### src/rtl/id_stage_iq_pkg.sv
// Shared decode definitions for the queued decode stage: opcodes, ALU codes,
// control word, and the cu / eximm decode helpers.
package id_stage_iq_pkg;

   localparam logic [6:0] Utype_LUI   = 7'b0110111;
   localparam logic [6:0] Utype_AUIPC = 7'b0010111;
   localparam logic [6:0] Jtype_J     = 7'b1101111;
   localparam logic [6:0] Itype_JALR  = 7'b1100111;
   localparam logic [6:0] Btype       = 7'b1100011;
   localparam logic [6:0] Itype_L     = 7'b0000011;
   localparam logic [6:0] Stype       = 7'b0100011;
   localparam logic [6:0] Itype       = 7'b0010011;
   localparam logic [6:0] Rtype       = 7'b0110011;

   typedef enum logic [4:0] {
      ALU_ADD, ALU_SUB, ALU_SLL, ALU_SLT, ALU_SLTU, ALU_XOR, ALU_SRL, ALU_SRA,
      ALU_OR, ALU_AND, ALU_LUI, ALU_BEQ, ALU_BNE, ALU_BLT, ALU_BGE, ALU_BLTU,
      ALU_BGEU, ALU_JAL
   } alu_e;

   typedef struct packed {
      logic reg1_re;
      logic reg2_re;
      logic reg_we;
      logic btype;
      logic imm_sel;
      alu_e alu;
   } ctrl_t;

   // A queue entry carries the fetch PC alongside the raw instruction word.
   function automatic int iq_entry_w(input int xlen);
      return xlen + 32;
   endfunction

   function automatic alu_e alu_of(input logic [2:0] f3, input logic alt);
      case (f3)
         3'b000:  return alt ? ALU_SUB : ALU_ADD;
         3'b001:  return ALU_SLL;
         3'b010:  return ALU_SLT;
         3'b011:  return ALU_SLTU;
         3'b100:  return ALU_XOR;
         3'b101:  return alt ? ALU_SRA : ALU_SRL;
         3'b110:  return ALU_OR;
         default: return ALU_AND;
      endcase
   endfunction

   function automatic ctrl_t cu(input logic [31:0] inst);
      ctrl_t c;
      c.reg1_re = 1'b0;
      c.reg2_re = 1'b0;
      c.reg_we  = 1'b0;
      c.btype   = 1'b0;
      c.imm_sel = 1'b0;
      c.alu     = ALU_ADD;
      case (inst[6:0])
         Rtype:   begin c.reg1_re = 1'b1; c.reg2_re = 1'b1; c.reg_we = 1'b1;
                        c.alu = alu_of(inst[14:12], inst[30]); end
         // Only the shift-right encoding uses bit 30 on immediates.
         Itype:   begin c.reg1_re = 1'b1; c.reg_we = 1'b1; c.imm_sel = 1'b1;
                        c.alu = alu_of(inst[14:12], (inst[14:12] == 3'b101) && inst[30]); end
         Itype_L: begin c.reg1_re = 1'b1; c.reg_we = 1'b1; c.imm_sel = 1'b1; end
         Stype:   begin c.reg1_re = 1'b1; c.reg2_re = 1'b1; c.imm_sel = 1'b1; end
         Btype:   begin
            c.reg1_re = 1'b1; c.reg2_re = 1'b1; c.btype = 1'b1;
            case (inst[14:12])
               3'b000:  c.alu = ALU_BEQ;
               3'b001:  c.alu = ALU_BNE;
               3'b100:  c.alu = ALU_BLT;
               3'b101:  c.alu = ALU_BGE;
               3'b110:  c.alu = ALU_BLTU;
               default: c.alu = ALU_BGEU;
            endcase
         end
         Utype_LUI:   begin c.reg_we = 1'b1; c.imm_sel = 1'b1; c.alu = ALU_LUI; end
         Utype_AUIPC: begin c.reg_we = 1'b1; c.imm_sel = 1'b1; end
         Jtype_J:     begin c.reg_we = 1'b1; c.imm_sel = 1'b1; c.alu = ALU_JAL; end
         Itype_JALR:  begin c.reg1_re = 1'b1; c.reg_we = 1'b1; c.imm_sel = 1'b1; c.alu = ALU_JAL; end
         default: ;
      endcase
      return c;
   endfunction

   function automatic logic [31:0] eximm(input logic [31:0] inst);
      case (inst[6:0])
         Itype, Itype_L, Itype_JALR: return {{20{inst[31]}}, inst[31:20]};
         Stype:                      return {{20{inst[31]}}, inst[31:25], inst[11:7]};
         Btype:                      return {{19{inst[31]}}, inst[31], inst[7], inst[30:25], inst[11:8], 1'b0};
         Utype_LUI, Utype_AUIPC:     return {inst[31:12], 12'b0};
         Jtype_J:                    return {{11{inst[31]}}, inst[31], inst[19:12], inst[20], inst[30:21], 1'b0};
         default:                    return 32'b0;
      endcase
   endfunction

endpackage

### src/rtl/id_stage_iq_if.sv
// Fetch-to-decode beat handshake.
interface id_stage_iq_if #(parameter int XLEN = 32);
   logic            if_valid_i;
   logic            if_ready_o;
   logic [XLEN-1:0] if_pc_i;
   logic [31:0]     if_inst_i;

   modport master (output if_valid_i, if_pc_i, if_inst_i, input if_ready_o);
   modport slave  (input if_valid_i, if_pc_i, if_inst_i, output if_ready_o);
endinterface

### src/rtl/id_stage_iq_inst_queue.sv
// Power-of-two circular FIFO; clear wins over push/pop in the same cycle.
module id_stage_iq_inst_queue #(
   parameter int DEPTH = 4,
   parameter int WIDTH = 64
) (
   input  logic             clk,
   input  logic             rst_n,
   input  logic             push,
   input  logic             pop,
   input  logic             clear,
   input  logic [WIDTH-1:0] din,
   output logic             full,
   output logic             empty,
   output logic [WIDTH-1:0] head
);
   localparam int PW = $clog2(DEPTH);
   localparam int CW = $clog2(DEPTH + 1);

   logic [DEPTH-1:0][WIDTH-1:0] mem;
   logic [PW-1:0]               rd_ptr, wr_ptr;
   logic [CW-1:0]               count;

   always_ff @(posedge clk or negedge rst_n) begin
      if (!rst_n) begin
         mem    <= '0;
         rd_ptr <= '0;
         wr_ptr <= '0;
         count  <= '0;
      end else if (clear) begin
         rd_ptr <= '0;
         wr_ptr <= '0;
         count  <= '0;
      end else begin
         if (push) begin
            mem[wr_ptr] <= din;
            wr_ptr      <= wr_ptr + PW'(1);
         end
         if (pop) rd_ptr <= rd_ptr + PW'(1);
         case ({push, pop})
            2'b10:   count <= count + CW'(1);
            2'b01:   count <= count - CW'(1);
            default: ;
         endcase
      end
   end

   assign full  = (count == CW'(DEPTH));
   assign empty = (count == '0);
   assign head  = mem[rd_ptr];
endmodule

### src/rtl/id_stage_iq.sv
// Queued RV32I decode stage: fetch beats land in a FIFO, the head is decoded
// combinationally and issued to id_ex; JAL and EX redirects flush and drop stale beats.
module id_stage_iq
   import id_stage_iq_pkg::*;
#(
   parameter int XLEN       = 32,
   parameter int IQ_DEPTH   = 4,
   parameter int DROP_BEATS = 1
) (
   input  logic            clk,
   input  logic            rst_n,
   id_stage_iq_if.slave    fetch,
   output logic [4:0]      id_reg1_raddr_o,
   output logic [4:0]      id_reg2_raddr_o,
   input  logic [XLEN-1:0] regs_reg1_rdata_i,
   input  logic [XLEN-1:0] regs_reg2_rdata_i,
   output logic            id_reg1_re_o,
   output logic            id_reg2_re_o,
   input  logic            dhnf_harzard_sel1_i,
   input  logic            dhnf_harzard_sel2_i,
   input  logic [XLEN-1:0] dhnf_forward_data1_i,
   input  logic [XLEN-1:0] dhnf_forward_data2_i,
   input  logic            dhnf_stall_i,
   input  logic            ex_flush_i,
   input  logic            ex_ready_i,
   output logic            id_valid_o,
   output logic [XLEN-1:0] id_pc_o,
   output logic [XLEN-1:0] id_op_a_o,
   output logic [XLEN-1:0] id_op_b_o,
   output logic [XLEN-1:0] id_imm_o,
   output logic [4:0]      id_reg_waddr_o,
   output logic            id_reg_we_o,
   output logic [4:0]      id_ALUctrl_o,
   output logic            id_btype_o,
   output logic [XLEN-1:0] id_next_pc_o,
   output logic            id_jump_o,
   output logic [XLEN-1:0] id_jump_target_o
);
   localparam int EW = iq_entry_w(XLEN);
   localparam int DW = (DROP_BEATS > 0) ? $clog2(DROP_BEATS + 1) : 1;

   typedef struct packed {
      logic [XLEN-1:0] pc;
      logic [31:0]     inst;
   } iq_entry_t;

   iq_entry_t       din, head;
   logic            full, empty, accept, push, issue, clear;
   logic [DW-1:0]   drop_cnt;
   ctrl_t           ctrl;
   logic [XLEN-1:0] imm;

   assign din    = '{pc: fetch.if_pc_i, inst: fetch.if_inst_i};
   assign accept = fetch.if_valid_i && fetch.if_ready_o;
   assign push   = accept && (drop_cnt == '0) && !ex_flush_i;
   assign issue  = id_valid_o && ex_ready_i && !dhnf_stall_i;
   assign clear  = ex_flush_i || id_jump_o;

   assign fetch.if_ready_o = !full;
   assign id_valid_o       = !empty && !ex_flush_i;
   assign id_jump_o        = issue && (head.inst[6:0] == Jtype_J);

   id_stage_iq_inst_queue #(.DEPTH(IQ_DEPTH), .WIDTH(EW)) u_iq (
      .clk   (clk),
      .rst_n (rst_n),
      .push  (push),
      .pop   (issue),
      .clear (clear),
      .din   (din),
      .full  (full),
      .empty (empty),
      .head  (head)
   );

   // Beats already in flight from the old path are accepted then thrown away.
   always_ff @(posedge clk or negedge rst_n) begin
      if (!rst_n)                         drop_cnt <= '0;
      else if (clear)                     drop_cnt <= DW'(DROP_BEATS);
      else if (accept && drop_cnt != '0)  drop_cnt <= drop_cnt - DW'(1);
   end

   always_comb begin
      ctrl = cu(head.inst);
      imm  = XLEN'($signed(eximm(head.inst)));
   end

   assign id_pc_o          = head.pc;
   assign id_imm_o         = imm;
   assign id_reg1_raddr_o  = head.inst[19:15];
   assign id_reg2_raddr_o  = head.inst[24:20];
   assign id_reg_waddr_o   = head.inst[11:7];
   assign id_ALUctrl_o     = ctrl.alu;
   assign id_op_a_o        = dhnf_harzard_sel1_i ? dhnf_forward_data1_i : regs_reg1_rdata_i;
   assign id_op_b_o        = dhnf_harzard_sel2_i ? dhnf_forward_data2_i :
                             ctrl.imm_sel        ? imm : regs_reg2_rdata_i;
   assign id_next_pc_o     = head.pc + imm;
   assign id_jump_target_o = head.pc + imm;

   assign id_reg_we_o  = id_valid_o && ctrl.reg_we;
   assign id_btype_o   = id_valid_o && ctrl.btype;
   assign id_reg1_re_o = id_valid_o && ctrl.reg1_re;
   assign id_reg2_re_o = id_valid_o && ctrl.reg2_re;
endmodule

### src/flat_wrapper.sv
// flat-port wrapper written by rule: the top's interface ports become plain ports
module id_stage_iq_flat import id_stage_iq_pkg::*;
#(
   parameter int XLEN       = 32,
   parameter int IQ_DEPTH   = 4,
   parameter int DROP_BEATS = 1
)
  (clk, rst_n, id_reg1_raddr_o, id_reg2_raddr_o, regs_reg1_rdata_i, regs_reg2_rdata_i, id_reg1_re_o, id_reg2_re_o, dhnf_harzard_sel1_i, dhnf_harzard_sel2_i, dhnf_forward_data1_i, dhnf_forward_data2_i, dhnf_stall_i, ex_flush_i, ex_ready_i, id_valid_o, id_pc_o, id_op_a_o, id_op_b_o, id_imm_o, id_reg_waddr_o, id_reg_we_o, id_ALUctrl_o, id_btype_o, id_next_pc_o, id_jump_o, id_jump_target_o, fetch_if_valid_i, fetch_if_pc_i, fetch_if_inst_i, fetch_if_ready_o);
  id_stage_iq_if #(.XLEN(XLEN)) fetch_i ();
  input  logic clk;
  input  logic rst_n;
  output logic [4:0] id_reg1_raddr_o;
  output logic [4:0] id_reg2_raddr_o;
  input  logic [XLEN-1:0] regs_reg1_rdata_i;
  input  logic [XLEN-1:0] regs_reg2_rdata_i;
  output logic id_reg1_re_o;
  output logic id_reg2_re_o;
  input  logic dhnf_harzard_sel1_i;
  input  logic dhnf_harzard_sel2_i;
  input  logic [XLEN-1:0] dhnf_forward_data1_i;
  input  logic [XLEN-1:0] dhnf_forward_data2_i;
  input  logic dhnf_stall_i;
  input  logic ex_flush_i;
  input  logic ex_ready_i;
  output logic id_valid_o;
  output logic [XLEN-1:0] id_pc_o;
  output logic [XLEN-1:0] id_op_a_o;
  output logic [XLEN-1:0] id_op_b_o;
  output logic [XLEN-1:0] id_imm_o;
  output logic [4:0] id_reg_waddr_o;
  output logic id_reg_we_o;
  output logic [4:0] id_ALUctrl_o;
  output logic id_btype_o;
  output logic [XLEN-1:0] id_next_pc_o;
  output logic id_jump_o;
  output logic [XLEN-1:0] id_jump_target_o;
  input wire logic [$bits(fetch_i.if_valid_i)-1:0] fetch_if_valid_i;
  input wire logic [$bits(fetch_i.if_pc_i)-1:0] fetch_if_pc_i;
  input wire logic [$bits(fetch_i.if_inst_i)-1:0] fetch_if_inst_i;
  output wire logic [$bits(fetch_i.if_ready_o)-1:0] fetch_if_ready_o;
  assign fetch_i.if_valid_i = fetch_if_valid_i;
  assign fetch_i.if_pc_i = fetch_if_pc_i;
  assign fetch_i.if_inst_i = fetch_if_inst_i;
  assign fetch_if_ready_o = fetch_i.if_ready_o;
  id_stage_iq #(.XLEN(XLEN), .IQ_DEPTH(IQ_DEPTH), .DROP_BEATS(DROP_BEATS)) u_core (.clk(clk), .rst_n(rst_n), .fetch(fetch_i), .id_reg1_raddr_o(id_reg1_raddr_o), .id_reg2_raddr_o(id_reg2_raddr_o), .regs_reg1_rdata_i(regs_reg1_rdata_i), .regs_reg2_rdata_i(regs_reg2_rdata_i), .id_reg1_re_o(id_reg1_re_o), .id_reg2_re_o(id_reg2_re_o), .dhnf_harzard_sel1_i(dhnf_harzard_sel1_i), .dhnf_harzard_sel2_i(dhnf_harzard_sel2_i), .dhnf_forward_data1_i(dhnf_forward_data1_i), .dhnf_forward_data2_i(dhnf_forward_data2_i), .dhnf_stall_i(dhnf_stall_i), .ex_flush_i(ex_flush_i), .ex_ready_i(ex_ready_i), .id_valid_o(id_valid_o), .id_pc_o(id_pc_o), .id_op_a_o(id_op_a_o), .id_op_b_o(id_op_b_o), .id_imm_o(id_imm_o), .id_reg_waddr_o(id_reg_waddr_o), .id_reg_we_o(id_reg_we_o), .id_ALUctrl_o(id_ALUctrl_o), .id_btype_o(id_btype_o), .id_next_pc_o(id_next_pc_o), .id_jump_o(id_jump_o), .id_jump_target_o(id_jump_target_o));
endmodule
### config.mk
export PLATFORM = sky130hd
export DESIGN_NAME = id_stage_iq_flat
export DESIGN_NICKNAME = d
export VERILOG_FILES = /design/src/rtl/id_stage_iq_pkg.sv /design/src/rtl/id_stage_iq_if.sv /design/src/rtl/id_stage_iq_inst_queue.sv /design/src/rtl/id_stage_iq.sv /design/src/flat_wrapper.sv
export SDC_FILE = /design/constraint.sdc
export NUM_CORES = 1
export LEC_CHECK = 0
export BUFFER_PORTS_ARGS = -buffer_cell sky130_fd_sc_hd__clkbuf_2
export CAP_MARGIN = 20
export CORE_ASPECT_RATIO = 0.75
export CORE_MARGIN = 2
export CORE_UTILIZATION = 35
export DETAILED_ROUTE_END_ITERATION = 7
export PLACE_DENSITY_LB_ADDON = 0.2
export SLEW_MARGIN = 20
export SYNTH_ARGS = -nofsm -noshare
export SYNTH_HDL_FRONTEND = slang
export SYNTH_SLANG_ARGS = --single-unit
### constraint.sdc
create_clock -name clk -period 8.79 [get_ports clk]
set_input_delay 0.4395 -clock clk [delete_from_list [all_inputs] [get_ports clk]]
set_output_delay 0.4395 -clock clk [all_outputs]
set_load 0.01 [all_outputs]
# == After elaboration in Yosys (flattened, before gate mapping) ==
# Index checks and enable logic that the tools add are counted.
# totals
register_bits,264
inputBits,200
# classes
mux,30
n_bitwise,2
addsub,6
magnitude_cmp,3
eq_ne,18
n_reduce_logical,33
# ops
cell,n
256-bit bitwise mux,1
32-bit one-hot mux with 5 select lines,1
64-bit binary-select mux with 2-bit select,1
64-bit demux with 2-bit select,1
64-bit 2-to-1 mux,2
32-bit 2-to-1 mux,3
5-bit one-hot mux with 7 select lines,2
5-bit one-hot mux with 5 select lines,2
32-bit adder,1
"7-bit by 6-bit == test with 1-bit output, second input constant",3
"7-bit == test, second input constant",3
"7-bit by 5-bit == test with 1-bit output, second input constant",2
1-bit logical AND,14
7-bit OR reduction,2
"3-bit == test, second input constant",4
1-bit 2-to-1 mux,11
2-bit 2-to-1 mux,4
"7-bit by 2-bit == test with 1-bit output, second input constant",1
"3-bit by 2-bit == test with 1-bit output, second input constant",2
3-bit zero test,2
"2-bit by 3-bit less-than comparator with 1-bit output, second input constant",2
3-bit one-hot mux with 2 select lines,1
2-bit nonzero test,3
3-bit OR reduction,2
16 further kinds,22

# == Logic depth before layout (Yosys ltp) ==
# logic_depth
word_depth,9
depth_mapped,19

# == Modules after synthesis ==
# A second synthesis with hierarchy kept.
# hier_totals
cells_unflattened,1187
hier_area_um2,16467.0
# modules_own_cells
module,cells_each,area_each_um2,n_inst
id_stage_iq_inst_queue,658,12718.4,1
id_stage_iq,529,3748.6,1

# == Least setup slack after synthesis ==
# No wires, ideal clock.
# synth_path
kind,flip-flop to output port
start,register u_core.u_iq.rd_ptr[0]
end,output port id_next_pc_o[30]
path_stages_with_launch,18
t_arrival_ns,4.683
path_slack_ns,3.667
required_time_ns,8.351
path_buffers,2
cell_sequence,dfrtp_1 -> buf_6 -> mux4_2 -> or4b_4 -> nand2_1 -> a22o_1 -> ha_1 -> inv_1 -> fa_1 -> nand2b_1 -> a211oi_1 -> nor2_1 -> a21oi_1 -> a221o_1 -> a31o_2 -> nand2_1 -> o311ai_0 -> buf_4
# synth_via
elab_chain_cells,6
word_cells_on_any_way,14
classes_between,add/sub (1); eq/ne (8); mux (3); reduce/logical (2)
# synth_rtl
element,line,source
start: declaration,id_stage_iq_inst_queue.sv:20,"logic [PW-1:0] rd_ptr, wr_ptr;"
start signal: assignment,id_stage_iq_inst_queue.sv:38,if (pop) rd_ptr <= rd_ptr + PW'(1);
64-bit binary-select mux with 2-bit select *,id_stage_iq_inst_queue.sv:49,assign head = mem[rd_ptr];
64-bit 2-to-1 mux (implied by the code) *,id_stage_iq_inst_queue.sv:49,
"7-bit by 5-bit == test with 1-bit output, or another cell as far along",id_stage_iq_pkg.sv:85,case (inst[6:0])
3-bit OR reduction or 2-bit OR reduction (tied branches),id_stage_iq_pkg.sv:85,
32-bit one-hot mux with 5 select lines *,id_stage_iq_pkg.sv:85,
named net id_imm_o[0],flat_wrapper.sv:29,output logic [XLEN-1:0] id_imm_o;
32-bit adder *,-,
end: declaration,flat_wrapper.sv:34,output logic [XLEN-1:0] id_next_pc_o;
# The timed path passes the listed nets; every way through them passes the cells marked *. The select of a mux whose other input is x is not followed.

# == Worst setup path in the final report ==
# layout_path
start,register u_core.u_iq.rd_ptr[0]
end,output port id_next_pc_o[30]
# layout_via
elab_chain_cells,6
word_cells_on_any_way,14
classes_between,add/sub (1); eq/ne (8); mux (3); reduce/logical (2)
# layout_rtl
element,line,source
64-bit binary-select mux with 2-bit select *,id_stage_iq_inst_queue.sv:49,
64-bit 2-to-1 mux (implied by the code) *,id_stage_iq_inst_queue.sv:49,
"7-bit by 5-bit == test with 1-bit output, or another cell as far along",id_stage_iq_pkg.sv:85,
3-bit OR reduction or 2-bit OR reduction (tied branches),id_stage_iq_pkg.sv:85,
32-bit one-hot mux with 5 select lines,id_stage_iq_pkg.sv:85,
32-bit adder *,id_stage_iq.sv:96,assign id_next_pc_o = head.pc + imm;
# Mark *: on every way between the ends. The rest lies on a longest branch, timed or not. The select of a mux whose other input is x is not followed.

==> out/metrics.json <==
{
  "synthesis": {
    "synth-edff-count": 0,
    "muxShareOfSynthArea_pct": 35.1,
    "mappedNetlistNets": 1452,
    "adder_cell_area_share_of_the_yosys_netlist_pct": 3.01,
    "main_combinational_cell_family_by_area_after_synthesis": "multiplexers",
    "ys_warn_count": 0,
    "dominantRegCellSynth": "sky130_fd_sc_hd__dfrtp_1",
    "synth_area_per_cell_um2": 13.4,
    "async_flop_share_pct": 100,
    "yosysUniqueCellTypes": 71,
    "post_synthesis_sequential_element_count": 264,
    "seq_area_frac_synth_pct": 40.6,
    "synth-simple-area-share_pct": 6.81,
    "synth-compound-area-share_pct": 6.64,
    "post_synth_instance_area_um2": 16300,
    "netlist_instances": 1214,
    "synth-xor-area-share_pct": 1.78
  },
  "clocking": {
    "cts_max_level": 1,
    "cts_hold_buf": 1,
    "cts_max_path_buffers": 3,
    "cts_tree": "yes",
    "cts_inserted_buffers": 28,
    "post_cts.repair.setup_buffers": 0,
    "cts.root.buffer_cell": "sky130_fd_sc_hd__clkbuf_16",
    "cts_repair_resize_count": 0,
    "worst_skew_pair.late_latency_ps": 550,
    "cts_num_sinks": 264,
    "clk_pin_slew_worst_paths_ps": 60
  },
  "timing": {
    "slew_headroom_pct": 29.2,
    "setup_tns_ps": 0,
    "fin_worst_skew_ps": 8.74,
    "timing.hold.ws_ps": 173,
    "finalWorstPathRequiredPeriod_ps": 6660,
    "finalMaxSlewViolations": 0,
    "hold_violations": 0,
    "fmax_mhz": 150,
    "rsz0062_at_grt": "no",
    "final.period_utilization_pct": 75.8,
    "timing.final.setup_violations": 0,
    "timing_worst_slew_pin_value_ps": 1060
  },
  "routing": {
    "first_iter_violations": 773,
    "drt-total-wl_mm": 49.7,
    "firstDrtPassIters": 5,
    "antenna_violating_nets_post_route": 0,
    "post-route-drc-count": 0,
    "routed_via_density": 5.11,
    "routedWlPerCell_um": 22.7,
    "vias": 11200
  },
  "global_routing": {
    "globalRouteOverflowTotal": 0,
    "antenna_found_initial": 3,
    "first_global_vias": 10900,
    "grt_start_max_net_pins": 157,
    "wire_length_of_the_first_global_routing_pass_mm": 72.6,
    "track_usage_pct": 20.1
  },
  "floorplan": {
    "die_area_um2": 48200,
    "placement_rows": 68,
    "placeable_core_region_um2": 45900,
    "die_w_um": 253,
    "die_y_um": 191,
    "starting_utilization_of_the_core_area_pct": 35.4,
    "ios": 419
  },
  "critical_path": {
    "critical_path_max_stage_delay_ps": 910,
    "worstPathArrival_ps": 6220,
    "critPathCaptureType": "output port",
    "path_delay_family": "compound AO/OA/AOI/OAI gates",
    "worstRegToRegCells": 9,
    "reg2reg_capture_point": "u_core.u_iq.mem[255]",
    "startpoint_type": "flip-flop",
    "timing.critical_path.mode_cell": "sky130_fd_sc_hd__nand2_1",
    "path_class": "flip-flop to output port",
    "r2r_slack_ps": 4120,
    "r2r_path_start": "u_core.u_iq.rd_ptr[0]",
    "critPathSlowestCell": "sky130_fd_sc_hd__dfrtp_4",
    "critPathMaxFanout": 35,
    "critical_path.cell_chain": "mux4_1, nand3b_4, or4_1, nand2_1, a22o_1, ha_1, inv_1, fa_1, nand2b_1, a211oi_1, nor2_1, a21oi_1, a221o_1, a31o_2, nand2_1, o311ai_0, clkbuf_2",
    "timing.critical_path.buf_inv": 2,
    "worst_path_required_time_ps": 8350
  },
  "power": {
    "cellPowerDensity_nw_per_um2": 214,
    "static-leakage-power_uw": 0.0100,
    "vdd.ir_drop.worst_v": 0.000132
  },
  "hold_path": {
    "hold_path_depth": 2,
    "timing.hold.worst_endpoint": "u_core.u_iq.mem[74]",
    "hold_start": "fetch_if_inst_i[10]",
    "worst_hold_path_type": "input port to flip-flop"
  },
  "layout": {
    "flow.area_growth_from_synthesis_pct": 18.5,
    "fin_nets": 1813,
    "drive_gt1_share_pct": 53.5
  },
  "placement": {
    "buffer_ports.inserted": 418,
    "estimated_wirelength_of_the_detail_placed_design_mm": 36.9,
    "final_gp_congestion": 0.853
  },
  "flow_run": {
    "cap_violations": 0
  },
  "run_status": {
    "status": "complete, no violations"
  }
}
==> state kept, by name, summed over array words and instances (netlist names) <==
| signal | cells |
|---|---|
| u_core.drop_cnt | 1 |
| u_core.u_iq.count | 3 |
| u_core.u_iq.mem | 256 |
| u_core.u_iq.rd_ptr | 2 |
| u_core.u_iq.wr_ptr | 2 |
==> report_power, final <==
part / leakage [uW] / switching (uW) / internal [uW]
combinational: 0.00607 / 761 / 666
clock: 0.000461 / 504 / 722
sequential: 0.00349 / 96.7 / 1380
==> through the flow <==
stage	worst slack, ps	instances	instance area (um^2)	util (%)	power [uW]
global route	1820	2191	19300	42.0	4350
finish	2130	2193	19300	42.0	4130
global placement	2820	2139	18300	39.9	2910
floorplan	3670	1214	16300	-	2450
detailed placement	2690	2139	18300	39.9	2930
CTS	2080	2190	19300	42.0	4170
==> routing by layer <==
layer / global-route usage (%) / vias up / wire length, um
li1: - / 5160 / -
met1: 28.5 / 5674 / 23100
met2: 32.2 / 323 / 23100
met3: 4.27 / 40 / 2900
met4: 2.73 / 0 / 597
met5: 0 / - / 0
==> cells by family (layout without fill, tap and decap cells) <==
group | count (synthesis) | after routing
buffers and inverters | 121 | 502
other | 0 | 3
and+or+nand+nor | 219 | 219
muxes | 366 | 366
DFF | 264 | 264
xor gates and xnor gates | 33 | 33
adders and majority gates | 38 | 38
AOI/OAI and AO/OA | 173 | 173
==> layout make-up <==
cell class	count	area [um^2]
fillers	4308	26700
multi-input cells	829	8690
flip-flops and latches	264	6610
repair buffers	428	2190
clock buffers	37	796
well taps	595	744
clock inverters	13	148
inverters	24	90.1
diodes	3	7.51
==> how the worst max path moves through the flow <==
stage	startpoint	to	cells past startpoint	slack, ps
floorplan	u_core.u_iq.rd_ptr[0]	id_next_pc_o[30]	17	3670
global placement	u_core.u_iq.rd_ptr[0]	id_next_pc_o[30]	17	2820
detailed placement	u_core.u_iq.rd_ptr[0]	id_next_pc_o[30]	17	2690
CTS	u_core.u_iq.rd_ptr[0]	id_next_pc_o[30]	17	2080
global route	u_core.u_iq.rd_ptr[0]	id_next_pc_o[30]	17	1820
finish	u_core.u_iq.rd_ptr[0]	id_next_pc_o[30]	17	2130
==> cells in the mapped netlist (6+ instances only) <==
cell	n	area (um^2)
sky130_fd_sc_hd__inv_1	24	90.1
sky130_fd_sc_hd__xnor2_1	25	219
sky130_fd_sc_hd__nor2b_1	6	37.5
sky130_fd_sc_hd__and2_1	7	43.8
sky130_fd_sc_hd__nor3_1	9	45.0
sky130_fd_sc_hd__a22o_1	6	52.6
sky130_fd_sc_hd__nand2b_1	8	50.1
sky130_fd_sc_hd__buf_2	9	45.0
sky130_fd_sc_hd__mux2i_1	14	140
sky130_fd_sc_hd__dfrtp_1	264	6610
sky130_fd_sc_hd__buf_12	18	360
sky130_fd_sc_hd__a21o_1	12	90.1
sky130_fd_sc_hd__o21ai_1	42	210
sky130_fd_sc_hd__mux2_4	240	3600
sky130_fd_sc_hd__nand3_1	27	135
sky130_fd_sc_hd__nor2_1	32	120
sky130_fd_sc_hd__ha_1	36	450
sky130_fd_sc_hd__mux2_2	49	552
sky130_fd_sc_hd__a21oi_1	35	175
sky130_fd_sc_hd__buf_8	6	90.1
sky130_fd_sc_hd__o21ai_0	32	160
sky130_fd_sc_hd__clkbuf_1	16	60.1
sky130_fd_sc_hd__buf_1	11	41.3
sky130_fd_sc_hd__xor2_1	8	70.1
sky130_fd_sc_hd__mux4_2	62	1400
sky130_fd_sc_hd__buf_4	34	255
sky130_fd_sc_hd__nand2_1	96	360
==> cells in the final DEF, fill, tap and decap left out, types with 5 or more instances in the layout <==
| master | Yosys | layout |
|---|---|---|
| sky130_fd_sc_hd__nand2b_1 | 8 | 8 |
| sky130_fd_sc_hd__nand2_1 | 96 | 96 |
| sky130_fd_sc_hd__inv_1 | 24 | 24 |
| sky130_fd_sc_hd__clkbuf_2 | 0 | 417 |
| sky130_fd_sc_hd__nor2b_1 | 6 | 6 |
| sky130_fd_sc_hd__xor2_1 | 8 | 8 |
| sky130_fd_sc_hd__o21ai_0 | 32 | 32 |
| sky130_fd_sc_hd__clkbuf_16 | 0 | 29 |
| sky130_fd_sc_hd__mux2_4 | 240 | 240 |
| sky130_fd_sc_hd__o21ai_1 | 42 | 42 |
| sky130_fd_sc_hd__nand3_1 | 27 | 27 |
| sky130_fd_sc_hd__o211ai_1 | 5 | 5 |
| sky130_fd_sc_hd__mux2i_1 | 14 | 14 |
| sky130_fd_sc_hd__xnor2_1 | 25 | 25 |
| sky130_fd_sc_hd__clkinv_2 | 0 | 7 |
| sky130_fd_sc_hd__a21oi_1 | 35 | 35 |
| sky130_fd_sc_hd__a21o_1 | 12 | 12 |
| sky130_fd_sc_hd__nor3_1 | 9 | 8 |
| sky130_fd_sc_hd__ha_1 | 36 | 36 |
| sky130_fd_sc_hd__mux2_2 | 49 | 49 |
| sky130_fd_sc_hd__and2_1 | 7 | 7 |
| sky130_fd_sc_hd__a22o_1 | 6 | 6 |
| sky130_fd_sc_hd__dfrtp_1 | 264 | 262 |
| sky130_fd_sc_hd__buf_4 | 34 | 8 |
| sky130_fd_sc_hd__nor2_1 | 32 | 32 |
| sky130_fd_sc_hd__mux4_2 | 62 | 62 |
(Power assumes the default switching activity.)
